File: config.mk
export PLATFORM = sky130hd
export DESIGN_NAME = seg7_channel_scanner
export DESIGN_NICKNAME = d
export VERILOG_FILES = /design/src/rtl/display_pkg.sv /design/src/rtl/bcd_to_seg7.sv /design/src/rtl/seg7_channel_scanner.sv
export SDC_FILE = /design/constraint.sdc
export NUM_CORES = 1
export LEC_CHECK = 0
export CAP_MARGIN = 20
export CELL_PAD_IN_SITES_DETAIL_PLACEMENT = 0
export CELL_PAD_IN_SITES_GLOBAL_PLACEMENT = 1
export CORE_MARGIN = 1.5
export CORE_UTILIZATION = 25
export CTS_BUF_LIST = sky130_fd_sc_hd__clkbuf_8
export CTS_CLUSTER_SIZE = 16
export DETAILED_ROUTE_END_ITERATION = 6
export PLACE_DENSITY = 0.59
export SYNTH_ARGS = -nofsm -noshare
export SYNTH_HDL_FRONTEND = slang
export SYNTH_SLANG_ARGS = --single-unit
File: constraint.sdc
create_clock -name clk -period 4.23 [get_ports clk]
set_clock_uncertainty 0.1 [all_clocks]
set_input_delay 0.6345 -clock clk [delete_from_list [all_inputs] [get_ports clk]]
set_output_delay 0.6345 -clock clk [all_outputs]
set_load 0.05 [all_outputs]
File: src/rtl/display_pkg.sv
// display_pkg: segment patterns and display geometry shared by the 7-segment display stage.
package display_pkg;
  localparam int DIGITS = 4;
  localparam int DIG_W = $clog2(DIGITS);
  localparam logic [6:0] SEG_DIGIT [0:9] = '{
    7'b1000000, 7'b1111001, 7'b0100100, 7'b0110000, 7'b0011001,
    7'b0010010, 7'b0000010, 7'b1111000, 7'b0000000, 7'b0010000
  };
  localparam logic [6:0] SEG_DASH = 7'b0111111;
  localparam logic [6:0] SEG_BLANK = 7'b1111111;
  localparam logic [DIGITS-1:0] ANODE_OFF = '1;
endpackage

File: src/rtl/bcd_to_seg7.sv
// bcd_to_seg7: one BCD nibble to an active-low {g,f,e,d,c,b,a} pattern; non-BCD values show a dash.
module bcd_to_seg7
  import display_pkg::*;
(
  input  logic [3:0] i_bcd,
  output logic [6:0] o_seg
);
  assign o_seg = (i_bcd > 4'd9) ? SEG_DASH : SEG_DIGIT[i_bcd];
endmodule

File: src/rtl/seg7_channel_scanner.sv
// seg7_channel_scanner: picks one BCD channel (auto rotate or manual step) and multiplexes it onto a 4-digit display.
module seg7_channel_scanner
  import display_pkg::*;
#(
  parameter int N_CH = 4,
  parameter int REFRESH_DIV = 100000,
  parameter int DWELL_CYCLES = 200000000,
  parameter int DP_DIGIT = 3
) (
  input  logic              clk,
  input  logic              rst,
  input  logic [16*N_CH-1:0] channels,
  input  logic              auto_mode,
  input  logic              btn_next,
  output logic [3:0]        an,
  output logic [6:0]        seg,
  output logic              dp,
  output logic [3:0]        ch_idx
);
  localparam int SW = $clog2(N_CH);
  localparam int PW = $clog2(REFRESH_DIV);
  localparam int DW = $clog2(DWELL_CYCLES);
  logic [PW-1:0] r_pre;
  logic [DIG_W-1:0] r_dig;
  logic [DW-1:0] r_dwell;
  logic [SW-1:0] r_sel, r_ch;
  logic [15:0] r_snap;
  logic [DIGITS-1:0] r_an;
  logic [6:0] r_seg;
  logic r_dp;
  logic [15:0] w_ch [N_CH];
  logic w_wrap, w_frame, w_adv;
  logic [DIG_W-1:0] w_dig_nxt;
  logic [15:0] w_snap_nxt;
  logic [3:0] w_nib;
  logic [6:0] w_seg;
  for (genvar k = 0; k < N_CH; k++) begin : g_ch
    assign w_ch[k] = channels[16*k +: 16];
  end
  assign w_wrap = r_pre == PW'(REFRESH_DIV - 1);
  assign w_frame = w_wrap && r_dig == DIG_W'(DIGITS - 1);
  assign w_dig_nxt = r_dig + 1'b1;
  assign w_adv = btn_next || (auto_mode && r_dwell == DW'(DWELL_CYCLES - 1));
  // Digit 0 of a new frame must already come from the incoming snapshot.
  assign w_snap_nxt = w_frame ? w_ch[r_sel] : r_snap;
  assign w_nib = w_snap_nxt[{w_dig_nxt, 2'b00} +: 4];
  bcd_to_seg7 u_dec (
    .i_bcd(w_nib),
    .o_seg(w_seg)
  );
  always_ff @(posedge clk or negedge rst)
    if (!rst) begin
      r_pre <= '0;
      r_dig <= DIG_W'(DIGITS - 1);
    end else begin
      r_pre <= w_wrap ? '0 : r_pre + 1'b1;
      if (w_wrap) r_dig <= w_dig_nxt;
    end
  always_ff @(posedge clk or negedge rst)
    if (!rst) begin
      r_sel <= '0;
      r_dwell <= '0;
    end else begin
      if (w_adv) r_sel <= (r_sel == SW'(N_CH - 1)) ? '0 : r_sel + 1'b1;
      r_dwell <= (!auto_mode || w_adv) ? '0 : r_dwell + 1'b1;
    end
  always_ff @(posedge clk or negedge rst)
    if (!rst) begin
      r_snap <= '0;
      r_ch <= '0;
    end else if (w_frame) begin
      r_snap <= w_snap_nxt;
      r_ch <= r_sel;
    end
  always_ff @(posedge clk or negedge rst)
    if (!rst) begin
      r_an <= ANODE_OFF;
      r_seg <= SEG_BLANK;
      r_dp <= 1'b1;
    end else if (w_wrap) begin
      r_an <= ~(DIGITS'(1) << w_dig_nxt);
      r_seg <= w_seg;
      r_dp <= w_dig_nxt != DIG_W'(DP_DIGIT);
    end
  assign an = r_an;
  assign seg = r_seg;
  assign dp = r_dp;
  assign ch_idx = 4'(r_ch);
endmodule

==> results of run 1 <==
critical path: stages (launching register included):
cell	delay (ns)
dfstp_2	0.61
clkinv_1	0.25
ha_1	0.48
inv_1	0.32
mux4_2	0.58
mux2i_4	0.24
ha_1	0.25
nor2_1	0.05
o31a_1	0.13
a311oi_2	0.28
a21oi_1	0.10
Yosys cell counts (5+ instances only):
master / number / area share [%]
o21ai_0: 14 / 1.6
nand2_1: 40 / 3.5
mux4_2: 9 / 4.7
xnor2_1: 15 / 3.0
dfstp_2: 13 / 7.9
nand4_1: 17 / 2.5
nand3_1: 25 / 2.9
inv_1: 8 / 0.69
mux4_1: 9 / 5.5
dfrtp_1: 65 / 38
nor3_1: 5 / 0.58
mux2_2: 13 / 3.4
nor2_1: 56 / 4.9
and3_1: 6 / 0.87
clkbuf_1: 7 / 0.61
ha_1: 12 / 3.5
buf_4: 7 / 1.2
xor2_1: 27 / 5.5
final timing paths:
path	start	endpoint	slack [ns]	depth (start not counted)
min in group asynchronous	rst	r_pre[16]$_DFF_PN0_	0.53	2
worst min register to register	an[1]$_DFFE_PN1N_	an[1]$_DFFE_PN1N_	0.39	2
max in group asynchronous	rst	r_dig[0]$_DFFE_PN1N_	2.90	3
worst min-delay path	an[1]$_DFFE_PN1N_	an[1]$_DFFE_PN1N_	0.39	2
worst max register to register	r_dig[0]$_DFFE_PN1N_	seg[3]$_DFFE_PN1N_	0.76	10
worst max-delay path	r_dig[0]$_DFFE_PN1N_	seg[3]$_DFFE_PN1N_	0.76	10
registers in the layout (all words and copies together), names as in the netlist:
| register | count |
|---|---|
| an | 3 |
| dp | 1 |
| r_ch | 2 |
| r_dig | 2 |
| r_dwell | 28 |
| r_pre | 17 |
| r_sel | 2 |
| r_snap | 16 |
| seg | 7 |
power by group through the flow:
stage	Clock, uW	Combinational (uW)	Sequential [uW]
2_1_floorplan	0	261	788
5_1_grt	766	371	836
6_report	709	343	827
3_5_place_dp	0	343	844
4_1_cts	728	346	830
3_3_place_gp	0	343	842
metal layers:
layer / routed length [um] / up-vias / GRT usage (%)
met5: 0 / - / 0
met4: 150 / 0 / 4.12
met1: 5040 / 1585 / 16.3
li1: - / 1585 / -
met3: 516 / 12 / 3.23
met2: 5330 / 89 / 21.1
through the flow:
stage | instance area (um^2) | util (%)
after floorplan | 4330 | -
after global placement | 5330 | 31.8
after detailed placement | 5330 | 31.8
after CTS | 5580 | 33.3
after global routing | 5620 | 33.5
final | 5620 | 33.5
cells by family (layout without fill, tap and decap cells):
group | count (synthesis) | after routing | synth area share [%]
DFF | 78 | 78 | 45.5
other | 1 | 2 | 0.0867
muxes | 32 | 32 | 14.1
and+or+nand+nor | 172 | 172 | 19.5
buffers and inverters | 27 | 111 | 3.18
adders and majority gates | 12 | 12 | 3.47
AOI/OAI and AO/OA | 38 | 38 | 5.75
xor gates and xnor gates | 42 | 42 | 8.50
layout make-up:
class,instances,area (um^2),share of cell area [%]
Clock inverter,5,97.6,1.74
Inverter,9,33.8,0.601
Clock buffer,11,151,2.69
Multi-Input combinational cell,298,2220,39.6
Tap cell,220,275,4.90
Sequential cell,78,1970,35.0
Timing Repair Buffer,86,868,15.5
==> impl_results.md, run 1 <==
* Sequential area share after synthesis at 45.5%
* Critical path class: reg -> reg
* Clock-pin slew on the worst setup and hold paths at 0.09 ns
* First-pass GRT wire length at ~18000 um
* Num rows at 47
* CTS root buffer: clkbuf_8
* Commonest non-fill, non-tap cell in the layout: clkdlybuf4s50_1
* Fin cells at ~710
* Fillers at 1686
* Worst Path Max Fanout at 11
* Port bufs at 81
* Gates resized, CTS repair at 0
* Outcome: finished, final reports clean
* Detail Route Antenna Nets at 0
* Min Clock Period, post-route at 3.47 ns
* Final nets at 562
* Initial core utilization at 25.8%
* DRC Markers at 0
* DRT Pass-1 Iters at 5
* Via count at 3271
* # IOs at 84
* Worst Tran Pin Value at 0.835 ns
* Post-Syn Area at between 4000 and 5000 um^2
* CP required at 4.44 ns
* Min-Delay Path Class: reg -> reg
* Switching share of power at 25.7%
* Die width at about 130 um
* Final-report hold violation count at 0
* Avg Vias per Cell at 4.63
* Pwr Density at around 330 nW/um^2
* Yosys reg bits at about 80
* RSZ-0062 raised after global routing: no
* N_diodes at 0
* Ys async rst share at 100%
* Max Freq at approximately 0.29 GHz
* Post-synth EDFFs at 0
* CP Launch Type: flop
* Gr usage total at 12.7%
* Static leakage at about 0.0022 uW
* Max Cap Violations at 0
* # setup viols final at 0
* Placed Instances at between 600 and 700
* Register share of total power at 44.0%
* Max clock buf depth at 2
* Initial antenna violation count at 0
* Pre-CTS setup slack at 0.775 ns
* Clk_lat worst skew at 0.37 ns
* Combinational fraction of design power at a little under a fifth
* Hold WS at 0.385 ns
* Syn. warnings at 0
* Internal power at 1400 uW
* Core Region at 16800 um^2
* Pwr Total at 1880 uW
* Net switching power figure at 482 uW
* Post-CTS setup repair buffer count at 0
* Overall die area at 18100 um^2
* Cts hold-fix bufs at 0
* Layout area overhead at 29.9%
* Commonest cells after routing, fill and taps aside: 80 x clkdlybuf4s50_1, 65 x dfrtp_1, 56 x nor2_1
* Number of global-route vias before repair at 3363
* Total CTS buffers at 9
* Gpl congestion at 0.822
* Period utilization at 82.1%
* DRT iter0 DRCs at 175
* Congestion Overflow GR at 0
* Final worst slack at 0.755 ns
* Clock group share of total power at 37.7%
* Relative slew margins at 44.3%
* DP Wirelength at just over 8000 um
* Cells after Synth at 402
* Die H at between 100 and 150 um
* Crit path arrival time at 3.68 ns
* Primary FF master, synth: dfrtp_1
* Wire length per cell at 15.6 um
* Setup TNS at 0 ns
* Slew Viols, Final at 0
* Sink Count at 78
* CTS tree: yes
* CP endpoint kind: flop
* Layout cells sized above 1 at 13.8%
* Netlist cell types at 51
* Largest net degree at the start of global routing at around 80
* Syn Area/Cell at ~11 um^2
* H-tree depth at 3
* VDD IR-drop max at 0.210 mV
* Final wirelength at 11000 um
Power figures use the tool's default switching activity.
==> run 2, diff against run 1 <==
Clock period 4.23 ns to 3.2 ns, I/O delays scaled along.
==> impl_results.md, run 2 (synthesis results as in run 1) <==
* Final wirelength at 11500 um (was 11000 um)
* Worst Path Max Fanout at 7 (was 11)
* Largest net degree at the start of global routing at 79 (unchanged)
* Slowest CP cell: dfrtp_1 (was dfstp_2)
* Final Instance Area at 5660 um^2 (was 5620 um^2)
* Clock-pin slew on the worst setup and hold paths at 0.07 ns (was 0.09 ns)
* Pwr Total at 2190 uW (was 1880 uW)
* Final-report hold violation count at 0 (unchanged)
* Period utilization at 93.4% (was 82.1%)
* Clock group share of total power at 28.9% (was 37.7%)
* Die width at 135 um (unchanged)
* RSZ-0062 raised after global routing: no (unchanged)
* First-pass GRT wire length at 18700 um (was 17700 um)
* Gr usage total at 13.4% (was 12.7%)
* Congestion Overflow GR at 0 (unchanged)
* Min-Delay Path Class: reg -> reg (unchanged)
* Port bufs at 81 (unchanged)
* Storage element area at 1970 um^2 (about the same)
* CP endpoint kind: flop (unchanged)
* Fillers at 1710 (was 1686)
* Multi-input combinational cell area at 2230 um^2 (was 2220 um^2)
* Max FFs per register at 28 (unchanged)
* Final nets at 577 (was 562)
* Gpl congestion at 0.836 (was 0.822)
* Slew Viols, Final at 0 (unchanged)
* Detail Route Antenna Nets at 0 (unchanged)
* Clk_lat worst skew at 0.35 ns (was 0.37 ns)
* Largest register by flop count: r_dwell (unchanged)
* DRT Pass-1 Iters at 4 (was 5)
* Static leakage at 0.00225 uW (was 0.00222 uW)
* Switching share of power at 28.3% (was 25.7%)
* Net switching power figure at 618 uW (was 482 uW)
* Placed inst area at 5430 um^2 (was 5330 um^2)
* Max Freq at 0.334 GHz (was 0.288 GHz)
* Wire length per cell at 16.0 um (was 15.6 um)
* Pwr Density at 386 nW/um^2 (was 334 nW/um^2)
* Commonest cells after routing, fill and taps aside: 80 x clkdlybuf4s50_1, 64 x dfrtp_1, 56 x nor2_1 (was 80 x clkdlybuf4s50_1, 65 x dfrtp_1, 56 x nor2_1)
* Outcome: finished, final reports clean (unchanged)
* Min Clock Period, post-route at 2.99 ns (was 3.47 ns)
* Commonest non-fill, non-tap cell in the layout: clkdlybuf4s50_1 (unchanged)
* Initial core utilization at 25.8% (unchanged)
* CP required at 3.37 ns (was 4.44 ns)
* Max clock buf depth at 2 (unchanged)
* Fin cells at 721 (was 707)
* Core Region at 16800 um^2 (unchanged)
* Combinational fraction of design power at 23.0% (was 18.3%)
* H-tree depth at 3 (unchanged)
* Sink Count at 78 (unchanged)
* Num rows at 47 (unchanged)
* Initial antenna violation count at 0 (unchanged)
* Die H at 135 um (unchanged)
* # setup viols final at 0 (unchanged)
* Via count at 3312 (was 3271)
* # IOs at 84 (unchanged)
* Critical path class: reg -> reg (unchanged)
* CTS tree: yes (unchanged)
* Layout area overhead at 30.8% (was 29.9%)
* CP max stage delay at 0.41 ns (was 0.61 ns)
* VDD IR-drop max at 0.200 mV (was 0.210 mV)
* Crit path arrival time at 3.16 ns (was 3.68 ns)
* CP Launch Type: flop (unchanged)
* Placed Instances at 700 (was 689)
* Register share of total power at 48.1% (was 44.0%)
* Layout cells sized above 1 at 17.0% (was 13.8%)
* Crit path cell chain: ha_1 > and4_2 > and4_2 > nand2_2 > mux4_2 > mux2i_4 > ha_1 > nor2_1 > o31a_1 > a311oi_2 > a21oi_1 (was clkinv_1 > ha_1 > inv_1 > mux4_2 > mux2i_4 > ha_1 > nor2_1 > o31a_1 > a311oi_2 > a21oi_1)
* CTS root buffer: clkbuf_8 (unchanged)
* Max Cap Violations at 0 (unchanged)
* N_diodes at 0 (unchanged)
* DRC Markers at 0 (unchanged)
* Top Registers: r_dwell: 28 flops, r_pre: 17 flops, r_snap: 16 flops (unchanged)
* Total CTS buffers at 9 (unchanged)
* DP Wirelength at 8640 um (was 8050 um)
* Internal power at 1570 uW (was 1400 uW)
* Number of global-route vias before repair at 3492 (was 3363)
* Worst Tran Pin Value at 0.536 ns (was 0.835 ns)
* DRT iter0 DRCs at 131 (was 175)
* Final Core Density at 33.8% (was 33.5%)
* Setup TNS at 0 ns (unchanged)
* Avg Vias per Cell at 4.59 (was 4.63)
* Overall die area at 18100 um^2 (unchanged)
* Relative slew margins at 64.0% (was 44.3%)
==> run 2: cell types whose count changed in the layout (fill, tap and decap cells not counted), sizes merged <==
cell,change
bufinv,-3
clkbuf,-2
inv,-1
clkinv,+3
buf,+15
clkinvlp,+2
==> run 2: final cells by class <==
class                      count  share of cell area, %
sequential                    78                   34.8
tap                          220                   4.86
clock buffer                   9                   2.19
multi-input combinational    298                   39.3
clock inverter                 6                  0.575
inverter                       9                  0.685
timing repair buffer         101                   17.6
==> run 2: path summary, 6_finish.rpt <==
path / startpoint / slack, ns / cells past startpoint / to
max: r_pre[0]$_DFF_PN0_ / 0.21 / 11 / seg[3]$_DFFE_PN1N_
min: r_pre[4]$_DFF_PN0_ / 0.38 / 1 / r_pre[4]$_DFF_PN0_
max reg2reg: r_pre[0]$_DFF_PN0_ / 0.21 / 11 / seg[3]$_DFFE_PN1N_
min reg2reg: r_pre[4]$_DFF_PN0_ / 0.38 / 1 / r_pre[4]$_DFF_PN0_
max in group asynchronous: rst / 1.96 / 3 / r_dig[1]$_DFFE_PN1N_
min in group asynchronous: rst / 0.43 / 2 / r_snap[3]$_DFFE_PN0N_
==> run 2: layer usage <==
layer | vias up | GRT usage, % | part of all wire (%) | routed length [um]
met3 | 8 | 2.89 | 4.5 | 518
met5 | - | 0 | 0 | 0
met4 | 0 | 2.87 | 0.65 | 75
met1 | 1616 | 17.4 | 44 | 5100
met2 | 77 | 23.1 | 51 | 5810
li1 | 1611 | - | - | -
==> run 2: through the flow <==
stage                     setup slack (ns)  hold slack (ns)
after floorplan                     0.0697           0.0844
after global placement              0.0921            0.370
after detailed placement            0.0547            0.372
after CTS                            0.143            0.248
after global routing               0.00979            0.407
final                                0.210            0.379
==> run 2: power groups by stage <==
stage | Sequential [uW] | Clock [uW] | Combinational [uW]
floorplan | 1040 | 0 | 345
finish | 1050 | 632 | 504
global placement | 1070 | 0 | 511
global route | 1060 | 714 | 547
detailed placement | 1070 | 0 | 508
CTS | 1050 | 670 | 511
==> run 2: repair_timing <==
action | 4_1_cts | 5_1_grt
setup endpoints to repair | 0 | 6
hold buffers | 0 | 1
gates resized for setup | 0 | 4
endpoints found under the hold margin | 0 | 2
setup buffers | 0 | 4
==> run 2: critical path: cells and delay by family, from the launching register on <==
family                     cells  cell delay, ns
DFF                            1            0.41
and+or+nand+nor                4            0.79
muxes                          2            0.61
AOI/OAI and AO/OA              3            0.53
adders and majority gates      2            0.47
